===== config.mk =====
export PLATFORM = sky130hd
export DESIGN_NAME = gray_counter_codec
export DESIGN_NICKNAME = d
export VERILOG_FILES = /design/src/rtl/gray_counter_codec.sv
export SDC_FILE = /design/constraint.sdc
export NUM_CORES = 1
export LEC_CHECK = 0
export CELL_PAD_IN_SITES_DETAIL_PLACEMENT = 1
export CELL_PAD_IN_SITES_GLOBAL_PLACEMENT = 1
export CORE_ASPECT_RATIO = 1.4
export CORE_MARGIN = 2
export CORE_UTILIZATION = 33
export CTS_CLUSTER_SIZE = 16
export DETAILED_ROUTE_END_ITERATION = 12
export PLACE_DENSITY_LB_ADDON = 0.1
export SYNTH_ARGS = -nofsm -noshare
export SYNTH_HDL_FRONTEND = slang
export SYNTH_SLANG_ARGS = --single-unit

===== constraint.sdc =====
create_clock -name clk -period 5.7 [get_ports clk]
set_input_delay 1.71 -clock clk [delete_from_list [all_inputs] [get_ports clk]]
set_output_delay 1.71 -clock clk [all_outputs]
set_load 0.02 [all_outputs]

===== src/rtl/gray_counter_codec.sv =====
// Gray-code counter with a companion Gray->binary decoder.
// The counter keeps a single binary state. The Gray output is registered from
// the same next-state value, so the two outputs always describe the same count.
// The decoder is a separate registered path with a valid qualifier.
module gray_counter_codec #(
  parameter int               WIDTH   = 6,
  parameter logic [WIDTH-1:0] RST_VAL = '0
) (
  input  logic             clk,
  input  logic             rst,
  input  logic             en,
  input  logic             up_dn,
  input  logic             load,
  input  logic [WIDTH-1:0] load_bin,
  output logic [WIDTH-1:0] gray_out,
  output logic [WIDTH-1:0] bin_out,
  output logic             wrap,
  input  logic [WIDTH-1:0] gray_in,
  input  logic             gray_in_valid,
  output logic [WIDTH-1:0] dec_bin,
  output logic             dec_valid
);

  localparam logic [WIDTH-1:0] ONE     = WIDTH'(1);
  localparam logic [WIDTH-1:0] MAX_VAL = '1;
  localparam logic [WIDTH-1:0] ZERO    = '0;

  // Adjacent binary values differ by a single bit in this encoding.
  function automatic logic [WIDTH-1:0] bin2gray(input logic [WIDTH-1:0] b);
    return b ^ (b >> 1);
  endfunction

  // Each binary bit is the XOR of its own Gray bit and every Gray bit above it.
  function automatic logic [WIDTH-1:0] gray2bin(input logic [WIDTH-1:0] g);
    logic [WIDTH-1:0] b;
    b = g;
    for (int s = 1; s < WIDTH; s++) begin
      b = b ^ (g >> s);
    end
    return b;
  endfunction

  logic [WIDTH-1:0] bin_q;
  logic [WIDTH-1:0] gray_q;
  logic             wrap_q;
  logic [WIDTH-1:0] bin_next;
  logic             wrap_next;
  logic [WIDTH-1:0] dec_bin_q;
  logic             dec_valid_q;

  // Counter next state: load beats count enable, otherwise hold.
  always_comb begin
    bin_next  = bin_q;
    wrap_next = 1'b0;
    if (load) begin
      bin_next = load_bin;
    end else if (en) begin
      if (up_dn) begin
        bin_next  = bin_q + ONE;
        wrap_next = (bin_q == MAX_VAL);
      end else begin
        bin_next  = bin_q - ONE;
        wrap_next = (bin_q == ZERO);
      end
    end
  end

  // Count state register; Gray is derived from the same next value so it never lags.
  always_ff @(posedge clk) begin
    if (rst) begin
      bin_q  <= RST_VAL;
      gray_q <= bin2gray(RST_VAL);
      wrap_q <= 1'b0;
    end else begin
      bin_q  <= bin_next;
      gray_q <= bin2gray(bin_next);
      wrap_q <= wrap_next;
    end
  end

  // Decode register: result captured only for valid samples, valid flag follows input.
  always_ff @(posedge clk) begin
    if (rst) begin
      dec_bin_q   <= '0;
      dec_valid_q <= 1'b0;
    end else begin
      dec_valid_q <= gray_in_valid;
      if (gray_in_valid) begin
        dec_bin_q <= gray2bin(gray_in);
      end
    end
  end

  assign bin_out   = bin_q;
  assign gray_out  = gray_q;
  assign wrap      = wrap_q;
  assign dec_bin   = dec_bin_q;
  assign dec_valid = dec_valid_q;

endmodule

==> flow_metrics.py <==
metrics = {
    "cts": {
        "h-tree-depth": 1,
        "ctsResizeCount": 0,
        "cts-root-buf": "clkbuf_8",
        "cts_made_buffers": 3,
        "clk_latency_ns": 0.26,
        "clockBufferDepth": 2,
        "clock_sinks": 19,
        "postCtsSetupBuffers": 0,
        "cts_hold_buf": 0,
        "cts_tree": "built",
        "path_clk_slew_ns": 0.07,
    },
    "synthesis": {
        "syn_avg_cell_area_sq_um": 8.74,
        "synth_edf_count": 0,
        "synth_top_family_by_area": "simple AND/OR/NAND/NOR gates",
        "ys.flop_type": "dfxtp_1",
        "synth_fa_ha_area_share_pct": 7.16,
        "yosys.area.top_type_share_pct": 38.9,
        "syn-num-nets": 135,
        "synth_area_leader_cell": "dfxtp_1",
        "synthTopCellsByCount": "nor2_1, dfxtp_1, xnor2_1",
        "synth_cell_types": 28,
        "synth_xor_area_share_pct": 11.6,
        "synth_area_leaders": "dfxtp_1, xnor2_1, nor2_1",
        "yosys_warnings": 0,
        "synth_compound_area_share_pct": 11.4,
        "seq_area_frac_synth_pct": 38.9,
        "syn_inst": 112,
        "synth-simple-area-share_pct": 19.6,
        "muxShareOfSynthArea_pct": 7.42,
        "synthArstFlopShare_pct": 0,
        "netlist_area_sq_um": 978,
        "ys_ff_latch": 19,
        "post-synth-top-count-cell": "nor2_1",
    },
    "power": {
        "power_density_nw_per_um2": 264,
        "p_leak_nw": 0.541,
        "peakVddDrop_mv": 0.160,
    },
    "drt": {
        "viasPerCell": 4.98,
        "drt_iter0_markers": 12,
        "avgRoutedWirePerCell_um": 13.6,
        "drc": 0,
        "vias": 917,
        "routed_wl_um": 2510,
        "postRouteAntennaNets": 0,
        "firstDrtPassIters": 3,
    },
    "final_layout": {
        "n_fill_cell": 336,
        "final_cells": 184,
        "layout.area.seq_sq_um": 380,
        "synthToLayoutAreaGrowth_pct": 44.5,
        "antenna_cells": 0,
        "layout.nets": 171,
        "drive_above_1_share_pct": 4.76,
        "multi_input_area_sq_um": 559,
    },
    "setup_path": {
        "crit_type": "input pin to flop",
        "critPathCaptureType": "flop",
        "cp_data_required_time_ns": 5.83,
        "critPathLaunch": "up_dn",
        "r2r_slack_ns": 3.63,
        "r2r-start": "bin_out[0]$_SDFF_PP0_",
        "reg2reg_depth": 7,
        "r2r-end": "gray_out[4]$_SDFF_PP0_",
        "crit_arrival_ns": 3.85,
        "critPathLaunchType": "input pin",
        "cp_max_fo": 5,
        "endpoint": "gray_out[3]$_SDFF_PP0_",
    },
    "sta": {
        "fmax_mhz": 269,
        "slew_headroom_pct": 54.8,
        "fin_ws_ns": 1.98,
        "rsz0062_at_grt": "no",
        "fin_worst_skew_ns": 0.00316,
        "finalHoldViolCount": 0,
        "maxSlewViolCount": 0,
        "tns_ns": 0,
        "setup_viol_count_final": 0,
        "hold_ws_ns": 0.496,
        "period_needed_ns": 3.72,
        "finalCritPeriodShare_pct": 65.3,
        "tightest_slew_ns": 0.675,
    },
    "floorplan": {
        "die_w_um": 50.0,
        "ios": 38,
        "dieArea_sq_um": 3420,
        "core_area_sq_um": 2850,
        "die_height_um": 68.4,
        "rows": 23,
        "start_util_pct": 34.3,
    },
    "global_route": {
        "grt_first_pass_wirelength_um": 4480,
        "antenna_found_initial": 0,
        "use_met2_pct": 30.6,
        "gr-total-overflow": 0,
        "met3_usage_pct": 3.28,
        "track_usage_pct": 17.4,
        "use_met1_pct": 18.1,
        "grt_max_degree": 20,
        "grt_pass1_vias": 1051,
        "grt_busiest_layer": "met2",
    },
    "placed_design": {
        "port_buffers": 37,
        "gp_congestion": 0.904,
        "placed_cells": 180,
        "hpwlAfterDp_um": 2040,
        "place_ws_ns": 1.68,
    },
    "worst_hold_path": {
        "hold_class": "flop to flop",
    },
    "status": {
        "outcome": "completed",
    },
    "run": {
        "max_cap_viol_count": 0,
    },
}
-- worst min-delay path by stage --
| stage | start | to | slack, ns | depth (start not counted) |
|---|---|---|---|---|
| after floorplan | dec_bin[2]$_SDFFE_PP0P_ | dec_bin[2]$_SDFFE_PP0P_ | 0.56 | 2 |
| after global placement | dec_bin[4]$_SDFFE_PP0P_ | dec_bin[4]$_SDFFE_PP0P_ | 0.47 | 2 |
| after detailed placement | dec_bin[2]$_SDFFE_PP0P_ | dec_bin[2]$_SDFFE_PP0P_ | 0.48 | 2 |
| after CTS | dec_bin[2]$_SDFFE_PP0P_ | dec_bin[2]$_SDFFE_PP0P_ | 0.50 | 2 |
| after global routing | dec_bin[4]$_SDFFE_PP0P_ | dec_bin[4]$_SDFFE_PP0P_ | 0.54 | 2 |
| final | dec_bin[4]$_SDFFE_PP0P_ | dec_bin[4]$_SDFFE_PP0P_ | 0.50 | 2 |
-- power by group --
part / internal [mW] / switching (mW)
combinational: 0.0628 / 0.0613
clock: 0.0486 / 0.0446
sequential: 0.146 / 0.00934
-- state kept, by name, indices dropped and copies added, names as in the netlist --
signal / count
bin_out: 6
dec_bin: 6
gray_out: 5
dec_valid: 1
wrap: 1
-- routing by layer --
layer | routed length, um | vias up | part of all wire, %
li1 | - | 449 | -
met1 | 1030 | 428 | 41
met2 | 1260 | 31 | 50
met3 | 122 | 9 | 4.9
met4 | 98 | 0 | 3.9
met5 | 0 | - | 0
-- per-stage QoR --
stage          power (mW)  area (sq um)  utilization, %
2_1_floorplan       0.232           978               -
3_3_place_gp        0.280          1370            48.0
3_5_place_dp        0.284          1370            48.0
4_1_cts             0.379          1410            49.6
5_1_grt             0.395          1410            49.6
6_report            0.373          1410            49.6
-- worst max-delay path, stage by stage --
cell and delay (ns):
clkdlybuf4s50_1 0.59, inv_1 0.13, ha_1 0.31, a21o_1 0.17, a21oi_1 0.20, nor4b_1 0.07
a211oi_1 0.41, xor2_1 0.20, nor2_1 0.05
-- cell usage in the layout (no fill, tap or decap), drive strengths merged --
cell and instances:
nor3 2, xor2 1, inv 3, a211oi 4
a22oi 1, nor2 25, a21oi 9, o21a 1
a21o 1, nand3 3, mux2 2, clkinv 1
clkbuf 3, nor2b 1, clkdlybuf4s50 37, nor3b 2
nand2 3, mux2i 5, nand2b 2, nor4b 1
dfxtp 19, nand4 2, ha 4, nor4 1
a22o 1, fa 1, xnor2 12
-- final cells by class --
type	instances	share of cell area (%)
repair buffers	37	26.2
flip-flops and latches	19	26.9
clock inverters	1	0.354
inverters	3	0.796
well taps	37	3.27
clock buffers	3	2.92
multi-input cells	84	39.6
-- logic make-up after synthesis --
group	Yosys count
xor+xnor	13
simple gates	42
buf+inv	9
mux	7
fa+ha+maj	5
compound gates	17
flops	19
Note: power is estimated with default switching activity, not from simulation.
